**src/rtl/seg_scan_sched_pkg.sv**
```systemverilog
// rtl/seg_scan_sched_pkg.sv - shared display constants and scan state type
package seg_scan_sched_pkg;

  localparam int N_DIG = 8;
  localparam int IDX_W = 3;
  localparam int NIB_W = 4;

  typedef enum logic {
    ST_BLANK = 1'b0,
    ST_SHOW  = 1'b1
  } state_e;

endpackage

```
**src/rtl/seg_next_sel.sv**
```systemverilog
// rtl/seg_next_sel.sv - finds the next enabled digit after ptr, flagging a wrap to the lowest
module seg_next_sel
  import seg_scan_sched_pkg::*;
(
  input  logic [IDX_W-1:0] ptr,
  input  logic [N_DIG-1:0] digit_en,
  output logic [IDX_W-1:0] nxt,
  output logic             wrap,
  output logic             any_en
);

  logic [IDX_W-1:0] w_lo;
  logic [IDX_W-1:0] w_hi;
  logic             w_found;

  // Scanning downward leaves the lowest matching index in each candidate.
  always_comb begin
    w_lo    = '0;
    w_hi    = '0;
    w_found = 1'b0;
    for (int i = N_DIG - 1; i >= 0; i--) begin
      if (digit_en[i]) begin
        w_lo = IDX_W'(i);
        if (IDX_W'(i) > ptr) begin
          w_hi    = IDX_W'(i);
          w_found = 1'b1;
        end
      end
    end
  end

  assign any_en = |digit_en;
  assign wrap   = !w_found;
  assign nxt    = w_found ? w_hi : w_lo;

endmodule

```
**src/rtl/seg_scan_sched.sv**
```systemverilog
// rtl/seg_scan_sched.sv - blanked, double-buffered seven-segment scan scheduler
module seg_scan_sched
  import seg_scan_sched_pkg::*;
#(
  parameter int DWELL = 10000,
  parameter int BLANK = 16
) (
  input  logic             clk,
  input  logic             rst,
  input  logic             wr_en,
  input  logic [IDX_W-1:0] wr_addr,
  input  logic [NIB_W-1:0] wr_data,
  input  logic             commit,
  output logic             commit_pend,
  input  logic [N_DIG-1:0] digit_en,
  output logic [NIB_W-1:0] out,
  output logic [IDX_W-1:0] an,
  output logic             blank,
  output logic             frame_done
);

  localparam int T_MAX = (DWELL > BLANK) ? DWELL : BLANK;
  localparam int TW    = (T_MAX > 1) ? $clog2(T_MAX) : 1;

  state_e           r_state;
  state_e           w_state_nxt;
  logic [TW-1:0]    r_timer;
  logic [TW-1:0]    w_timer_nxt;
  logic [IDX_W-1:0] r_ptr;
  logic             r_fresh;
  logic [NIB_W-1:0] r_active [N_DIG];
  logic [NIB_W-1:0] r_shadow [N_DIG];
  logic [NIB_W-1:0] r_out;
  logic [IDX_W-1:0] r_an;
  logic             r_blank;
  logic             r_commit_pend;
  logic             r_frame_done;

  logic [IDX_W-1:0] w_sel_ptr;
  logic [IDX_W-1:0] w_nxt;
  logic             w_wrap;
  logic             w_any_en;
  logic             w_pick;
  logic             w_boundary;
  logic             w_apply;

  // Until the first selection after reset, pretend ptr sits at the top so the
  // scan starts at the lowest enabled digit and counts as a frame boundary.
  assign w_sel_ptr = r_fresh ? IDX_W'(N_DIG - 1) : r_ptr;

  seg_next_sel u_next_sel (
    .ptr      (w_sel_ptr),
    .digit_en (digit_en),
    .nxt      (w_nxt),
    .wrap     (w_wrap),
    .any_en   (w_any_en)
  );

  always_comb begin
    w_state_nxt = r_state;
    w_timer_nxt = r_timer + 1'b1;
    w_pick      = 1'b0;
    case (r_state)
      ST_BLANK: begin
        if (r_timer == TW'(BLANK - 1)) begin
          w_timer_nxt = '0;
          if (w_any_en) begin
            w_pick      = 1'b1;
            w_state_nxt = ST_SHOW;
          end
        end
      end
      ST_SHOW: begin
        if (r_timer == TW'(DWELL - 1) || !digit_en[r_ptr]) begin
          w_timer_nxt = '0;
          w_state_nxt = ST_BLANK;
        end
      end
      default: begin
        w_timer_nxt = '0;
        w_state_nxt = ST_BLANK;
      end
    endcase
  end

  assign w_boundary = w_pick && w_wrap;
  assign w_apply    = w_boundary && r_commit_pend;

  always_ff @(posedge clk or negedge rst) begin
    if (!rst) begin
      r_state <= ST_BLANK;
      r_timer <= '0;
    end else begin
      r_state <= w_state_nxt;
      r_timer <= w_timer_nxt;
    end
  end

  always_ff @(posedge clk or negedge rst) begin
    if (!rst) begin
      for (int i = 0; i < N_DIG; i++) begin
        r_active[i] <= '0;
        r_shadow[i] <= '0;
      end
      r_ptr         <= '0;
      r_fresh       <= 1'b1;
      r_out         <= '0;
      r_an          <= '0;
      r_blank       <= 1'b1;
      r_commit_pend <= 1'b0;
      r_frame_done  <= 1'b0;
    end else begin
      if (wr_en) begin
        r_shadow[wr_addr] <= wr_data;
      end
      // The copy reads the pre-edge shadow, so a same-cycle write waits for the next commit.
      if (w_apply) begin
        for (int i = 0; i < N_DIG; i++) begin
          r_active[i] <= r_shadow[i];
        end
        r_commit_pend <= commit;
      end else if (commit) begin
        r_commit_pend <= 1'b1;
      end
      if (w_pick) begin
        r_ptr   <= w_nxt;
        r_fresh <= 1'b0;
        r_an    <= w_nxt;
        r_out   <= w_apply ? r_shadow[w_nxt] : r_active[w_nxt];
      end
      r_blank      <= (w_state_nxt == ST_BLANK);
      r_frame_done <= w_boundary;
    end
  end

  assign out         = r_out;
  assign an          = r_an;
  assign blank       = r_blank;
  assign commit_pend = r_commit_pend;
  assign frame_done  = r_frame_done;

endmodule

```
**config.mk**
```make
export PLATFORM = sky130hd
export DESIGN_NAME = seg_scan_sched
export DESIGN_NICKNAME = d
export VERILOG_FILES = /design/src/rtl/seg_scan_sched_pkg.sv /design/src/rtl/seg_next_sel.sv /design/src/rtl/seg_scan_sched.sv
export SDC_FILE = /design/constraint.sdc
export NUM_CORES = 1
export LEC_CHECK = 0
export CORE_ASPECT_RATIO = 1.1
export CORE_MARGIN = 8
export CORE_UTILIZATION = 58
export DETAILED_ROUTE_END_ITERATION = 8
export GPL_TIMING_DRIVEN = 0
export PLACE_DENSITY = 0.78
export REMOVE_ABC_BUFFERS = 1
export SKIP_CTS_REPAIR_TIMING = 1
export SYNTH_ARGS = -nofsm -noshare
export SYNTH_HDL_FRONTEND = slang
export SYNTH_HIERARCHICAL = 1
export SYNTH_SLANG_ARGS = --single-unit
```
**constraint.sdc**
```tcl
create_clock -name clk -period 7.2 [get_ports clk]
set_input_delay 2.16 -clock clk [delete_from_list [all_inputs] [get_ports clk]]
set_output_delay 2.16 -clock clk [all_outputs]
set_load 0.05 [all_outputs]
```
==> metrics.md, run 1 <==
| Metric | Value |
|---|---|
| Status | finished clean |
| Max Cap Violations | 0 |
| # DRC | 0 |
| Worst-margin pin slew | 1.197 ns |
| CP required | 7.41 ns |
| H-tree levels | 3 |
| Synthesized flop and latch total | 90 |
| Routed len/inst | 18.73 µm |
| Post-route minimum period | 5.032 ns |
| Final Hold Viols | 0 |
| Initial antenna violation count | 0 |
| Clock Skews | 0.01147 ns |
| Finish-stage setup viols | 0 |
| Vias/cell | 5.909 |
| Synth top area share | 47.79% |
| Final period utilization | 69.90% |
| ANT nets after route | 0 |
| Compound-Gate Fraction of Synth Area | 6.788% |
| Worst-path fanout max | 17 |
| Final wirelength | 8804 µm |
| First-pass GRT wire length | 15070 µm |
| Bufs and invs on worst path | 1 |
| CTS clock-pin slew for the worst setup and hold paths | 0.09 ns |
| Largest family of logic cells by synthesized area | multiplexers |
| Power per cell area | 325.2 nW/µm² |
| Final Cell Area | 5109 µm² |
| Fillcell total | 612 |
| Total chip power | 1661 µW |
| Adder-cell area share of the yosys netlist | 0.2715% |
| Xor and xnor fraction of the mapped netlist area | 2.281% |
| Vias | 2777 |
| Final global-route overflow total | 0 |
| Biggest area consumer among synthesized cells | dfrtp_1 |
| Clk sinks | 90 |
| Fin. max-slew vios | 0 |
| Synth top cells by count | 88 x dfrtp_1, 37 x mux2_2, 30 x mux2_4 |
| # IOs | 29 |
| Clk buf depth | 2 |
| Mapped Cells | 332 |
| Static Leakage | 0.002221 µW |
| Syn avg cell area | 13.88 µm² |
| Core Rows | 34 |
| Share of layout cells above drive strength 1 | 33.15% |
| WP data arrival | 5.25 ns |
| Crit path largest cell delay | 0.95 ns |
| PortBufs | 28 |
| Post-DP HPWL | 6012 µm |
| CTS tree | yes |
| Main flop type after synthesis | dfrtp_1 |
| Register-to-register setup slack | 3.75 ns |
| Crit start category | input port |
| RSZ-0062 raised after global routing | no |
| Die span in y | 109.5 µm |
| Full die area | 11060 µm² |
| GRT Total Usage | 17.48% |
| Number of diodes | 0 |
| # nets final | 377 |
| Top post-synthesis cells by area | dfrtp_1 48%, mux2_4 9.8%, mux2_2 9.0% |
| FMAX | 0.1987 GHz |
| Initial detailed-routing violation count | 86 |
| Post-layout util | 65.27% |
| Seq/Total Area, Yosys | 48.93% |
| Post-synthesis simple-gate area fraction | 10.89% |
| Crit path cell chain | clkdlybuf4s50_1, nor4_1, a21boi_0, o21ba_1, mux4_2, a22oi_1, a31oi_1 |
| Mux contribution to synthesized area | 27.86% |
| Layout Area Growth over Synthesis | 10.86% |
| HP Class | reg2reg |
| CP Capture Type | register |
| Final std cells w/o fill | 470 |
| Inst Count DP | 454 |
| Placer Congestion | 0.8311 |
| First drt pass iteration count | 5 |
| Yosys cell types | 55 |
| Die width | 101.0 µm |
| Async set-reset flop share out of synthesis | 100.0% |
| Clk root buf | clkbuf_8 |
| Initial Util | 58.87% |
| Core area | 7828 µm² |
| Vias in the first global route | 2978 |
| Critical path's slowest cell | o21ba_1 |
| Warnings from Yosys | 6 |
| Worst slew margin | 20.20% |
| Largest net degree at the start of global routing | 72 |
| Post-synth design cell area | 4608 µm² |
| CP top delay family | compound AO/OA/AOI/OAI gates |
| TNS Setup | 0 ns |
| Most frequent cell after synthesis | dfrtp_1 |
| Kind of critical path | in2reg |
| Worst-skew pair later-pin latency | 0.35 ns |
| Worst vdd ir | 0.2710 mV |
| Total CTS buffers | 9 |
| Post-synth EDFFs | 0 |
| DP Area | 4930 µm² |
-- power breakdown --
part           internal [µW]  total, µW  switching [µW]
Sequential               617        708            90.6
Combinational            306        635             328
Clock                    137        319             182
Total                   1060       1660             600
-- worst paths after layout --
path / from / to / depth (start not counted)
max: digit_en[3] / out[2] / 7
min: r_state / blank / 1
max reg2reg: an[0] / out[2] / 8
min reg2reg: r_state / blank / 1
max in group asynchronous: rst / blank / 2
min in group asynchronous: rst / r_shadow[24] / 1
-- kinds of logic (layout without fill, tap and decap cells) --
group / count (synthesis) / in the layout
buffers and inverters: 20 / 50
flip-flops: 90 / 90
AND/OR/NAND/NOR: 82 / 82
AO/OA/AOI/OAI: 41 / 41
multiplexers: 86 / 86
adder cells (fa/ha/maj): 1 / 1
XOR/XNOR: 12 / 12
-- placed cells by master, fill, tap and decap left out, types with 2 or more instances in the layout --
master / synthesis / final
nor2b_1: 4 / 4
nor3b_1: 5 / 5
or2_2: 3 / 3
xor2_1: 2 / 2
dfstp_2: 2 / 2
o21ai_1: 2 / 2
mux2_4: 30 / 30
and2_1: 4 / 4
nor4_1: 6 / 6
a21o_1: 2 / 2
nand2_1: 8 / 8
nand4_1: 5 / 5
a31oi_1: 6 / 6
nand2b_1: 4 / 4
nor3_1: 18 / 18
a22oi_1: 8 / 8
clkbuf_8: 0 / 10
nand3_1: 3 / 3
dfrtp_1: 88 / 88
clkinvlp_4: 0 / 2
inv_6: 0 / 2
a21oi_1: 8 / 8
clkdlybuf4s50_1: 0 / 27
mux4_2: 18 / 18
xnor2_1: 10 / 10
mux2_2: 37 / 37
nor2_1: 9 / 9
inv_1: 5 / 5
nand4b_1: 4 / 4
-- layout make-up --
class	count	area [µm²]	area share, %
multi-input combinational	222	2216	43.38
sequential	90	2255	44.13
tap	108	135.1	2.645
inverter	5	18.77	0.3674
timing repair buffer	29	305.3	5.976
clock buffer	11	141.4	2.768
clock inverter	5	37.54	0.7348
-- metal layers --
layer	wire length, µm	GRT usage (%)	vias to the layer above	share of wire, %
met3	318	3.103	11	3.6
met5	0	0	-	0
met2	4228	28.69	42	48
met4	115	5.751	0	1.3
met1	4141	23.08	1416	47
li1	-	-	1308	-
-- worst reg2reg max path, delay by kind of cell, from the launching register on --
kind / cells / cell delay [ns]
AOI/OAI and AO/OA: 4 / 1.54
DFF: 1 / 0.44
muxes: 1 / 0.63
and+or+nand+nor: 3 / 0.73
-- through the flow --
step | hold WS, ns | worst slack, ns
global route | 0.5113 | 1.796
floorplan | 0.4507 | 2.810
CTS | 0.4992 | 2.092
global placement | 0.4721 | 0.8034
finish | 0.5003 | 2.168
detailed placement | 0.4860 | 1.728
-- registers in the layout, summed over array words and instances, names as in the netlist --
name	cells
an	3
blank	1
commit_pend	1
frame_done	1
out	4
r_active	32
r_fresh	1
r_shadow	32
r_state	1
r_timer	14
(Power assumes the default switching activity.)
==> run 2, diff against run 1 <==
CORE_UTILIZATION = 54   (was 58)
PLACE_DENSITY = 0.77   (was 0.78)
clock period = 4.03 ns   (was 7.2 ns; I/O delays follow)
==> run 2 against run 1 <==
Sequential cell count unchanged. Clock power increased by 95%. Register-to-register slack worse by 2.8 ns. Routed wire length down 1.3%. Count of clock-buffer cells in the layout did not move. Final area is 0.56% higher. Via count increased by 1.3%. Sequential share of layout area decreased by 0.25 points.
==> metrics.md, run 2 (same netlist as run 1, synthesis figures left out) <==
| Metric | Value |
|---|---|
| Status | finished clean |
| Max Used Layer | met4 |
| Die width | 104.1 µm (+3.1%) |
| Vias | 2814 (+1.3%) |
| Initial Util | 55.38% (-3.5 points) |
| Kind of critical path | in2reg |
| Met1 Wirelength | 4152 µm (+0.27%) |
| PortBufs | 28 (unchanged) |
| Core Rows | 35 (+2.9%) |
| Fin. max-slew vios | 0 (unchanged) |
| Most frequent cells in the layout | 88 x dfrtp_1, 37 x mux2_2, 30 x mux2_4, 27 x clkdlybuf4s50_1 |
| GRT Total Usage | 15.39% (-2.1 points) |
| # nets final | 377 (unchanged) |
| RSZ-0062 raised after global routing | no |
| Vias/cell | 5.962 (+0.90%) |
| Clock Skews | 0.01272 ns (+0.001248 ns) |
| # DRC | 0 (unchanged) |
| Crit path largest cell delay | 0.57 ns (-0.38 ns) |
| Clk sinks | 90 (unchanged) |
| Post-layout util | 61.74% (-3.5 points) |
| Critical path's slowest cell | nand3_4 |
| H-tree levels | 3 (unchanged) |
| CTS tree | yes |
| Met3 routed wirelength | 339 µm (+6.6%) |
| Crit path cell chain | clkdlybuf4s50_1, nor2b_2, o21ai_1, a21oi_2, nor2_1, and2_2, nand3_4, mux2_4 |
| Crit start category | input port |
| Layout Area Growth over Synthesis | 11.49% |
| Die span in y | 112.9 µm (+3.1%) |
| Final Hold Viols | 0 (unchanged) |
| CP Capture Point | r_active[31] |
| Initial antenna violation count | 0 (unchanged) |
| Total chip power | 3010 µW (+81%) |
| Worst vdd ir | 0.2931 mV (+8.1%) |
| Routed len/inst | 18.42 µm (-1.7%) |
| Initial detailed-routing violation count | 103 (+20%) |
| Max Cap Violations | 0 (unchanged) |
| Final WS setup | 0.3521 ns (-1.816 ns) |
| Biggest regs | r_active (32), r_shadow (32), r_timer (14) |
| Routed wl met2 | 4073 µm (-3.7%) |
| Power per cell area | 585.9 nW/µm² (+80%) |
| Post-DP HPWL | 6099 µm (+1.4%) |
| ANT nets after route | 0 (unchanged) |
| CP required | 4.26 ns (-3.15 ns) |
| Final period utilization | 91.26% |
| Final wirelength | 8692 µm (-1.3%) |
| Worst r2r src | an[0] |
| Clk buf depth | 2 (unchanged) |
| Placer Congestion | 0.7887 (-5.1%) |
| Full die area | 11750 µm² (+6.3%) |
| Worst-skew pair later-pin latency | 0.35 ns (about the same) |
| Total CTS buffers | 9 (unchanged) |
| Number of diodes | 0 (unchanged) |
| Static Leakage | 0.002233 µW (+0.56%) |
| Worst slew margin | 52.43% (+32 points) |
| Cells on worst reg2reg path | 8 (unchanged) |
| FMAX | 0.2719 GHz |
| Share of layout cells above drive strength 1 | 33.80% (+0.65 points) |
| Worst-path fanout max | 32 (+15) |
| HP Class | reg2reg |
| Clk root buf | clkbuf_8 |
| Largest net degree at the start of global routing | 51 (-29%) |
| Register-to-register setup slack | 0.94 ns (-2.81 ns) |
| Post-Place Setup Slack | -0.4469 ns (-2.175 ns) |
| First drt pass iteration count | 4 (-1) |
| Final global-route overflow total | 0 (unchanged) |
| CP Capture Type | register |
| WP data arrival | 3.90 ns (-1.35 ns) |
| Post-route minimum period | 3.678 ns |
| # IOs | 29 (unchanged) |
| FF-to-FF End | out[1] |
| Worst Setup SP | digit_en[1] |
| Worst-margin pin slew | 0.7120 ns (-0.4850 ns) |
| Core area | 8320 µm² (+6.3%) |
| Commonest non-fill, non-tap cell in the layout | dfrtp_1 |
| Vias in the first global route | 2906 (-2.4%) |
| CTS clock-pin slew for the worst setup and hold paths | 0.08 ns (about the same) |
| First-pass GRT wire length | 14630 µm (-2.9%) |
| Finish-stage setup viols | 0 (unchanged) |
## run 2: cell type report
cell class / count / area (µm²)
clock buffer: 11 / 151.4
clock inverter: 4 / 51.30
fill: 660 / 3183
inverter: 5 / 18.77
multi-input combinational: 222 / 2217
sequential: 90 / 2255
tap: 111 / 138.9
timing repair buffer: 29 / 305.3
## run 2: worst max-delay path: cells and delay by family
kind	cells	cell delay (ns)
multiplexers	1	0.50
buffers and inverters	1	0.50
AO/OA/AOI/OAI	2	0.26
AND/OR/NAND/NOR	4	1.40
## run 2: worst min path at each step
| stage | from | endpoint | slack [ns] | cells after the start |
|---|---|---|---|---|
| global placement | r_state | blank | 0.48 | 1 |
| floorplan | r_state | blank | 0.45 | 1 |
| global route | r_timer[0] | r_timer[0] | 0.52 | 1 |
| finish | r_fresh | r_fresh | 0.50 | 1 |
| CTS | r_state | blank | 0.50 | 1 |
| detailed placement | r_state | blank | 0.49 | 1 |
## run 2: where the power goes
part	internal (µW)	switching [µW]	total (µW)
Clock	317	305	622
Sequential	1100	163	1270
Combinational	546	576	1120
Total	1970	1040	3010
## run 2: layer usage
| metal | GRT usage [%] | vias to the layer above |
|---|---|---|
| li1 | - | 1296 |
| met1 | 19.98 | 1443 |
| met2 | 24.36 | 65 |
| met3 | 3.638 | 10 |
| met4 | 6.280 | 0 |
| met5 | 0 | - |
## run 2: stage by stage
stage | cells | hold slack (ns) | TNS [ns] | cell area, µm²
after detailed placement | 457 | 0.4858 | -13.17 | 4933
after global routing | 472 | 0.5243 | 0 | 5137
after floorplan | 317 | 0.4507 | 0 | 4489
after CTS | 472 | 0.4979 | -0.2742 | 5136
after global placement | 456 | 0.4752 | -141.82 | 4908
final | 472 | 0.5005 | 0 | 5137
